==> src/rtl/keccak_digest_collector_if.sv <==
// Stream bundle between the Keccak squeeze port, the collector and the host/DMA side.
// slave = collector view, master = environment (core + consumer) view.
interface keccak_digest_collector_if #(
   parameter int DATA_W = 32
);
   logic                  in_valid;
   logic [DATA_W-1:0]     in_data;
   logic                  in_ready;
   logic                  out_valid;
   logic [DATA_W-1:0]     out_data;
   logic [DATA_W/8-1:0]   out_keep;
   logic                  out_last;
   logic                  out_ready;

   modport master (
      output in_valid, in_data, out_ready,
      input  in_ready, out_valid, out_data, out_keep, out_last
   );

   modport slave (
      input  in_valid, in_data, out_ready,
      output in_ready, out_valid, out_data, out_keep, out_last
   );
endinterface

==> src/rtl/keccak_digest_collector.sv <==
// Collects one digest worth of squeezed Keccak words into a FIFO and re-emits them with keep/last.
// Optional statistics counters (digest_cnt, stall_cnt) are enabled by defining KDC_STATS_EN.
module keccak_digest_collector #(
   parameter int DATA_W = 32,
   parameter int DEPTH  = 16,
   parameter int D_W    = 11
) (
   input  logic                   clk,
   input  logic                   rst_n,
   input  logic                   i_start,
   input  logic [2:0]             i_cmode,
   input  logic [D_W-1:0]         i_d,
   input  logic                   i_abort,
   keccak_digest_collector_if.slave bus,
   output logic                   o_busy,
   output logic                   o_done,
   output logic                   o_err,
   output logic [$clog2(DEPTH):0] o_level
`ifdef KDC_STATS_EN
   ,
   output logic [15:0]            o_digest_cnt,
   output logic [15:0]            o_stall_cnt
`endif
);
   localparam int KEEP_W = DATA_W / 8;
   localparam int AW     = $clog2(DEPTH);
   localparam int LW     = AW + 1;
   localparam int NB_W   = (D_W > 10) ? D_W : 10;
   localparam int DW_SH  = $clog2(DATA_W);
   localparam int ENT_W  = DATA_W + KEEP_W + 1;

   localparam logic [1:0] S_IDLE    = 2'd0;
   localparam logic [1:0] S_COLLECT = 2'd1;
   localparam logic [1:0] S_DRAIN   = 2'd2;

   logic [1:0]        r_state;
   logic [NB_W-1:0]   r_nwords;
   logic [NB_W-1:0]   r_wcnt;
   logic [KEEP_W-1:0] r_last_keep;
   logic [AW-1:0]     r_wr_ptr;
   logic [AW-1:0]     r_rd_ptr;
   logic [LW-1:0]     r_level;
   logic              r_done;
   logic              r_err;
   logic [ENT_W-1:0]  r_mem [DEPTH];

   logic [NB_W-1:0]   w_nbits;
   logic              w_mode_ok;
   logic              w_start_ok;
   logic [DW_SH-1:0]  w_rem;
   logic [DW_SH:0]    w_rem_bytes;
   logic [NB_W-1:0]   w_nwords;
   logic [KEEP_W-1:0] w_keep;
   logic [NB_W-1:0]   w_wcnt_inc;
   logic              w_is_last;
   logic              w_full;
   logic              w_in_ready;
   logic              w_out_valid;
   logic              w_push;
   logic              w_pop;
   logic [ENT_W-1:0]  w_head;
   logic              w_head_last;
   logic              w_done_set;

   always_comb begin
      w_nbits   = '0;
      w_mode_ok = 1'b1;
      case (i_cmode)
         3'd0:       w_nbits = NB_W'(224);
         3'd1:       w_nbits = NB_W'(256);
         3'd2:       w_nbits = NB_W'(384);
         3'd3:       w_nbits = NB_W'(512);
         3'd4, 3'd5: w_nbits = NB_W'(i_d);
         default:    w_mode_ok = 1'b0;
      endcase
   end

   assign w_start_ok  = w_mode_ok && (w_nbits != '0);
   assign w_rem       = w_nbits[DW_SH-1:0];
   assign w_nwords    = (w_nbits >> DW_SH) + NB_W'(w_rem != '0);
   // A trailing partial byte still counts as a kept byte.
   assign w_rem_bytes = ({1'b0, w_rem} + (DW_SH+1)'(7)) >> 3;

   genvar gi;
   generate
      for (gi = 0; gi < KEEP_W; gi++) begin : g_keep
         assign w_keep[gi] = (w_rem == '0) || ((DW_SH+1)'(gi) < w_rem_bytes);
      end
   endgenerate

   assign w_full      = (r_level == LW'(DEPTH));
   assign w_in_ready  = (r_state == S_COLLECT) && !w_full;
   assign w_out_valid = (r_level != '0);
   assign w_push      = !i_abort && w_in_ready && bus.in_valid;
   assign w_pop       = !i_abort && w_out_valid && bus.out_ready;
   assign w_wcnt_inc  = r_wcnt + NB_W'(1);
   assign w_is_last   = (w_wcnt_inc == r_nwords);
   assign w_head      = r_mem[r_rd_ptr];
   assign w_head_last = w_head[ENT_W-1];
   assign w_done_set  = w_pop && w_head_last && (r_state == S_DRAIN);

   always_ff @(posedge clk) begin
      if (w_push)
         r_mem[r_wr_ptr] <= {w_is_last, (w_is_last ? r_last_keep : {KEEP_W{1'b1}}), bus.in_data};
   end

   always_ff @(posedge clk or negedge rst_n) begin
      if (!rst_n) begin
         r_state     <= S_IDLE;
         r_nwords    <= '0;
         r_wcnt      <= '0;
         r_last_keep <= '0;
         r_wr_ptr    <= '0;
         r_rd_ptr    <= '0;
         r_level     <= '0;
         r_done      <= 1'b0;
         r_err       <= 1'b0;
      end else begin
         r_done <= 1'b0;
         r_err  <= 1'b0;
         if (i_abort) begin
            r_state  <= S_IDLE;
            r_wcnt   <= '0;
            r_wr_ptr <= '0;
            r_rd_ptr <= '0;
            r_level  <= '0;
         end else begin
            if (w_push) begin
               r_wr_ptr <= r_wr_ptr + AW'(1);
               r_wcnt   <= w_wcnt_inc;
            end
            if (w_pop)
               r_rd_ptr <= r_rd_ptr + AW'(1);
            case ({w_push, w_pop})
               2'b10:   r_level <= r_level + LW'(1);
               2'b01:   r_level <= r_level - LW'(1);
               default: r_level <= r_level;
            endcase
            case (r_state)
               S_IDLE: begin
                  if (i_start) begin
                     if (w_start_ok) begin
                        r_nwords    <= w_nwords;
                        r_last_keep <= w_keep;
                        r_wcnt      <= '0;
                        r_state     <= S_COLLECT;
                     end else begin
                        r_err <= 1'b1;
                     end
                  end
               end
               S_COLLECT: begin
                  r_err <= i_start;
                  if (w_push && w_is_last)
                     r_state <= S_DRAIN;
               end
               S_DRAIN: begin
                  r_err <= i_start;
                  if (w_done_set) begin
                     r_done  <= 1'b1;
                     r_state <= S_IDLE;
                  end
               end
               default: r_state <= S_IDLE;
            endcase
         end
      end
   end

`ifdef KDC_STATS_EN
   logic [15:0] r_digest_cnt;
   logic [15:0] r_stall_cnt;

   always_ff @(posedge clk or negedge rst_n) begin
      if (!rst_n) begin
         r_digest_cnt <= '0;
         r_stall_cnt  <= '0;
      end else begin
         if (w_done_set)
            r_digest_cnt <= r_digest_cnt + 16'd1;
         if ((r_state == S_COLLECT) && bus.in_valid && !w_in_ready && (r_stall_cnt != 16'hFFFF))
            r_stall_cnt <= r_stall_cnt + 16'd1;
      end
   end

   assign o_digest_cnt = r_digest_cnt;
   assign o_stall_cnt  = r_stall_cnt;
`endif

   // Head entry is exposed only while valid so idle outputs read as zero.
   assign bus.in_ready  = w_in_ready;
   assign bus.out_valid = w_out_valid;
   assign bus.out_data  = w_out_valid ? w_head[DATA_W-1:0] : '0;
   assign bus.out_keep  = w_out_valid ? w_head[DATA_W +: KEEP_W] : '0;
   assign bus.out_last  = w_out_valid && w_head_last;
   assign o_busy        = (r_state != S_IDLE);
   assign o_done        = r_done;
   assign o_err         = r_err;
   assign o_level       = r_level;
endmodule

==> src/flat_wrapper.sv <==
// flat-port wrapper written by rule: the top's interface ports become plain ports
module keccak_digest_collector_flat 
#(
   parameter int DATA_W = 32,
   parameter int DEPTH  = 16,
   parameter int D_W    = 11
)
  (clk, rst_n, i_start, i_cmode, i_d, i_abort, o_busy, o_done, o_err, o_level, bus_in_valid, bus_in_data, bus_out_ready, bus_in_ready, bus_out_valid, bus_out_data, bus_out_keep, bus_out_last);
  keccak_digest_collector_if #(.DATA_W(DATA_W)) bus_i ();
  input  logic clk;
  input  logic rst_n;
  input  logic i_start;
  input  logic [2:0] i_cmode;
  input  logic [D_W-1:0] i_d;
  input  logic i_abort;
  output logic o_busy;
  output logic o_done;
  output logic o_err;
  output logic [$clog2(DEPTH):0] o_level;
  input wire logic [$bits(bus_i.in_valid)-1:0] bus_in_valid;
  input wire logic [$bits(bus_i.in_data)-1:0] bus_in_data;
  input wire logic [$bits(bus_i.out_ready)-1:0] bus_out_ready;
  output wire logic [$bits(bus_i.in_ready)-1:0] bus_in_ready;
  output wire logic [$bits(bus_i.out_valid)-1:0] bus_out_valid;
  output wire logic [$bits(bus_i.out_data)-1:0] bus_out_data;
  output wire logic [$bits(bus_i.out_keep)-1:0] bus_out_keep;
  output wire logic [$bits(bus_i.out_last)-1:0] bus_out_last;
  assign bus_i.in_valid = bus_in_valid;
  assign bus_i.in_data = bus_in_data;
  assign bus_i.out_ready = bus_out_ready;
  assign bus_in_ready = bus_i.in_ready;
  assign bus_out_valid = bus_i.out_valid;
  assign bus_out_data = bus_i.out_data;
  assign bus_out_keep = bus_i.out_keep;
  assign bus_out_last = bus_i.out_last;
  keccak_digest_collector #(.DATA_W(DATA_W), .DEPTH(DEPTH), .D_W(D_W)) u_core (.clk(clk), .rst_n(rst_n), .i_start(i_start), .i_cmode(i_cmode), .i_d(i_d), .i_abort(i_abort), .bus(bus_i), .o_busy(o_busy), .o_done(o_done), .o_err(o_err), .o_level(o_level));
endmodule
==> config.mk <==
export PLATFORM = sky130hd
export DESIGN_NAME = keccak_digest_collector_flat
export DESIGN_NICKNAME = d
export VERILOG_FILES = /design/src/rtl/keccak_digest_collector_if.sv /design/src/rtl/keccak_digest_collector.sv /design/src/flat_wrapper.sv
export SDC_FILE = /design/constraint.sdc
export NUM_CORES = 1
export LEC_CHECK = 0
export CORE_UTILIZATION = 30
export CTS_BUF_LIST = sky130_fd_sc_hd__clkbuf_4
export DETAILED_ROUTE_END_ITERATION = 6
export GPL_ROUTABILITY_DRIVEN = 0
export PLACE_DENSITY = 0.49
export SYNTH_ARGS = -nofsm -noshare
export SYNTH_HDL_FRONTEND = slang
export SYNTH_SLANG_ARGS = --single-unit
export TNS_END_PERCENT = 1
==> constraint.sdc <==
create_clock -name clk -period 11.3 [get_ports clk]
set_input_delay 2.26 -clock clk [delete_from_list [all_inputs] [get_ports clk]]
set_output_delay 2.26 -clock clk [all_outputs]
set_load 0.02 [all_outputs]
==> impl_metrics.py <==
metrics = {
    "power": {
        "p_switching_w": 0.00180,
        "swShare_pct": 29.3,
        "p_leak_nw": 9.26,
        "cell_internal_pwr_w": 0.00435,
        "peakVddDrop_mv": 0.182,
        "clock_power_share_pct": 32.9,
        "power_w": 0.00615,
        "pwr-share-seq_pct": 43.7,
        "power.density_nw_per_um2": 205,
        "combPwrFrac_pct": 23.4,
    },
    "sta": {
        "min_period_ps": 7590,
        "finClkSkew_ps": 57.8,
        "rsz0062_at_grt": "false",
        "tns_ps": 0,
        "fmaxAchievable_mhz": 132,
        "setup_violations": 0,
        "slew_viol_final": 0,
        "hold_viol": 0,
        "slew_headroom_pct": 20.1,
        "period_share_pct": 67.2,
        "worst_pin_slew_ps": 1190,
    },
    "drt": {
        "vias": 13934,
        "firstDrtPassIters": 5,
        "wl_per_cell_um": 22.0,
        "via_per_inst": 4.82,
        "postRouteAntennaNets": 0,
        "routed_wl_um": 63700,
        "drc": 0,
        "drt-initial-drc-count": 779,
    },
    "setup_path": {
        "start_kind": "flip-flop",
        "cp_slowest_cell": "dfrtp_4",
        "cp-end-kind": "primary output",
        "critPathRequiredTime_ps": 9040,
        "cp_top_family": "buffers and inverters",
        "critical-path-max-stage-delay_ps": 1020,
        "crit_fanout": 50,
        "criticalPathCategory": "flip-flop to primary output",
        "cp.arrival_ps": 5330,
        "cp_common_cell": "buf_4",
        "worstPathCellList": "buf_4 > and2_2 > buf_4 > a21oi_1 > o21ai_0 > nand2_1 > a211oi_1 > clkdlybuf4s50_1",
        "path_buf_inv": 3,
    },
    "die": {
        "die-width_um": 293,
        "start_util_pct": 30.4,
        "pin_count": 99,
        "core_um2": 83700,
        "rows": 106,
        "dieArea_um2": 85900,
        "die_h_um": 293,
    },
    "clocking": {
        "holdBufCountCts": 0,
        "clk_pin_slew_worst_paths_ps": 60,
        "clk_latency_ps": 990,
        "cts_made_buffers": 169,
        "ctsRootBufferMaster": "clkbuf_4",
        "h-tree-depth": 4,
        "cts_setup_buffers": 0,
        "clock_sinks": 631,
        "cts_tree": "yes",
        "clk_path_buf_depth": 3,
        "ctsResizeCount": 0,
    },
    "yosys": {
        "synth_edf_count": 592,
        "ys_seq_area_share_pct": 73.8,
        "netlist_area_um2": 25400,
        "synth_cell_types": 72,
        "synthArstFlopShare_pct": 6.18,
        "yosys_warnings": 0,
        "synthFlopType": "edfxtp_1",
        "synth.avg_cell_area_um2": 17.9,
        "syn-num-nets": 1488,
        "synth-seq-cells": 631,
        "syn_inst": 1419,
    },
    "run": {
        "drv_cap": 0,
    },
    "min_path": {
        "hp-class": "flip-flop to flip-flop",
    },
    "global_routing": {
        "overflow": 0,
        "grt_pass1_vias": 14660,
        "antenna_found_initial": 4,
        "grt_pass1_wl_um": 94500,
        "grtUsageTotal_pct": 15.0,
        "grt_start_max_net_pins": 135,
    },
    "finish": {
        "layout-drive-gt1-share_pct": 25.9,
        "nFillCells": 7876,
        "area_growth_pct": 18.0,
        "final_cell_mix": "edfxtp_1, clkbuf_4, mux2i_1",
        "final_nets": 1705,
        "final_common_cell": "edfxtp_1",
    },
    "run_status": {
        "outcome": "finished, final reports clean",
    },
    "placed_design": {
        "io_buffer_count": 98,
        "dp_hpwl_um": 34000,
    },
}
[worst paths after layout]
path / start / to / slack, ps / cells after the start
max: u_core.r_rd_ptr[1]$_DFFE_PN0P_ / bus_out_data[29] / 3710 / 8
min: u_core.r_last_keep[0]$_DFFE_PN0P_ / u_core.r_last_keep[0]$_DFFE_PN0P_ / 480 / 1
max reg2reg: u_core.r_rd_ptr[1]$_DFFE_PN0P_ / u_core.r_state[1]$_DFFE_PN0P_ / 7330 / 8
min reg2reg: u_core.r_last_keep[0]$_DFFE_PN0P_ / u_core.r_last_keep[0]$_DFFE_PN0P_ / 480 / 1
max in group asynchronous: rst_n / u_core.r_rd_ptr[0]$_DFFE_PN0P_ / 9110 / 1
min in group asynchronous: rst_n / u_core.r_nwords[5]$_DFFE_PN0P_ / 1430 / 1
[per-layer routing]
| metal | share of wire [%] | wire, um | up-vias | GRT usage [%] |
|---|---|---|---|---|
| li1 | - | - | 6272 | - |
| met1 | 44 | 28000 | 7231 | 19.5 |
| met2 | 50 | 31800 | 337 | 24.8 |
| met3 | 4.6 | 2940 | 92 | 3.52 |
| met4 | 1.5 | 969 | 2 | 4.95 |
| met5 | 0.020 | 13 | - | 0 |
[power groups by stage]
stage          sequential [W]  clock (W)  combinational, W
2_1_floorplan         0.00269          0          0.000921
3_3_place_gp          0.00274          0           0.00147
3_5_place_dp          0.00274          0           0.00147
4_1_cts               0.00269    0.00210           0.00148
5_1_grt               0.00270    0.00221           0.00155
6_report              0.00269    0.00203           0.00144
[cell type report]
class / instances / area, um2 / area share [%]
Sequential cell: 631 / 18800 / 62.5
Multi-Input combinational cell: 691 / 6370 / 21.2
Clock buffer: 251 / 1880 / 6.28
Tap cell: 1134 / 1420 / 4.73
Timing Repair Buffer: 126 / 1200 / 4.00
Clock inverter: 37 / 284 / 0.947
Inverter: 17 / 63.8 / 0.213
Antenna cell: 5 / 12.5 / 0.0417
[cell families after synthesis]
family | Yosys count | synth area share (%)
xor+xnor | 31 | 1.16
flops | 631 | 73.8
compound gates | 234 | 6.24
simple gates | 178 | 3.36
mux | 231 | 12.9
fa+ha+maj | 17 | 0.866
buf+inv | 97 | 1.66
[flip-flops by register name, summed over array words and instances (netlist names)]
signal	flops
u_core.r_mem	592
u_core.r_wcnt	11
u_core.r_nwords	7
u_core.o_level	5
u_core.r_last_keep	4
u_core.r_rd_ptr	4
u_core.r_wr_ptr	4
u_core.r_state	2
u_core.o_done	1
u_core.o_err	1
[worst register-to-register path: stages (launching register included)]
cell and delay, ps:
dfrtp_4 1020, buf_4 610, and2_2 640, buf_4 470, a22oi_1 190, a311o_2 400, o21ai_0 380, nand2_1 110
o311ai_1 100
[synthesized netlist by cell type (3+ instances only)]
cell	n	area share (%)
o22ai_1	36	0.89
buf_1	8	0.12
a22oi_1	3	0.089
clkbuf_1	44	0.65
buf_2	24	0.47
a31oi_1	3	0.074
xnor2_1	15	0.52
nand2b_1	8	0.20
o21ai_0	44	0.87
a21oi_1	48	0.95
mux4_2	74	6.6
dfrtp_1	39	3.8
nand3_1	9	0.18
nand4_1	3	0.074
xor2_1	14	0.48
edfxtp_1	592	70
or4_1	4	0.12
o221ai_1	36	1.2
a211oi_1	37	1.1
and2_1	3	0.074
mux2_2	41	1.8
nor2_1	45	0.66
nand2_1	67	0.99
ha_1	16	0.79
inv_1	17	0.25
nor2b_1	4	0.098
nor4_1	3	0.074
nor3_1	11	0.22
mux2i_1	115	4.5
[per-stage QoR]
step	hold WS, ps	cells	setup WS, ps	instance area, um2	util, %
final	481	2892	3710	30000	35.8
after floorplan	424	1419	5300	25400	-
after global routing	488	2892	3310	30000	35.8
after detailed placement	468	2599	4560	27800	33.2
after CTS	484	2887	3450	30000	35.8
after global placement	477	2599	4580	27800	33.2
Note: power is estimated with default switching activity, not from simulation.
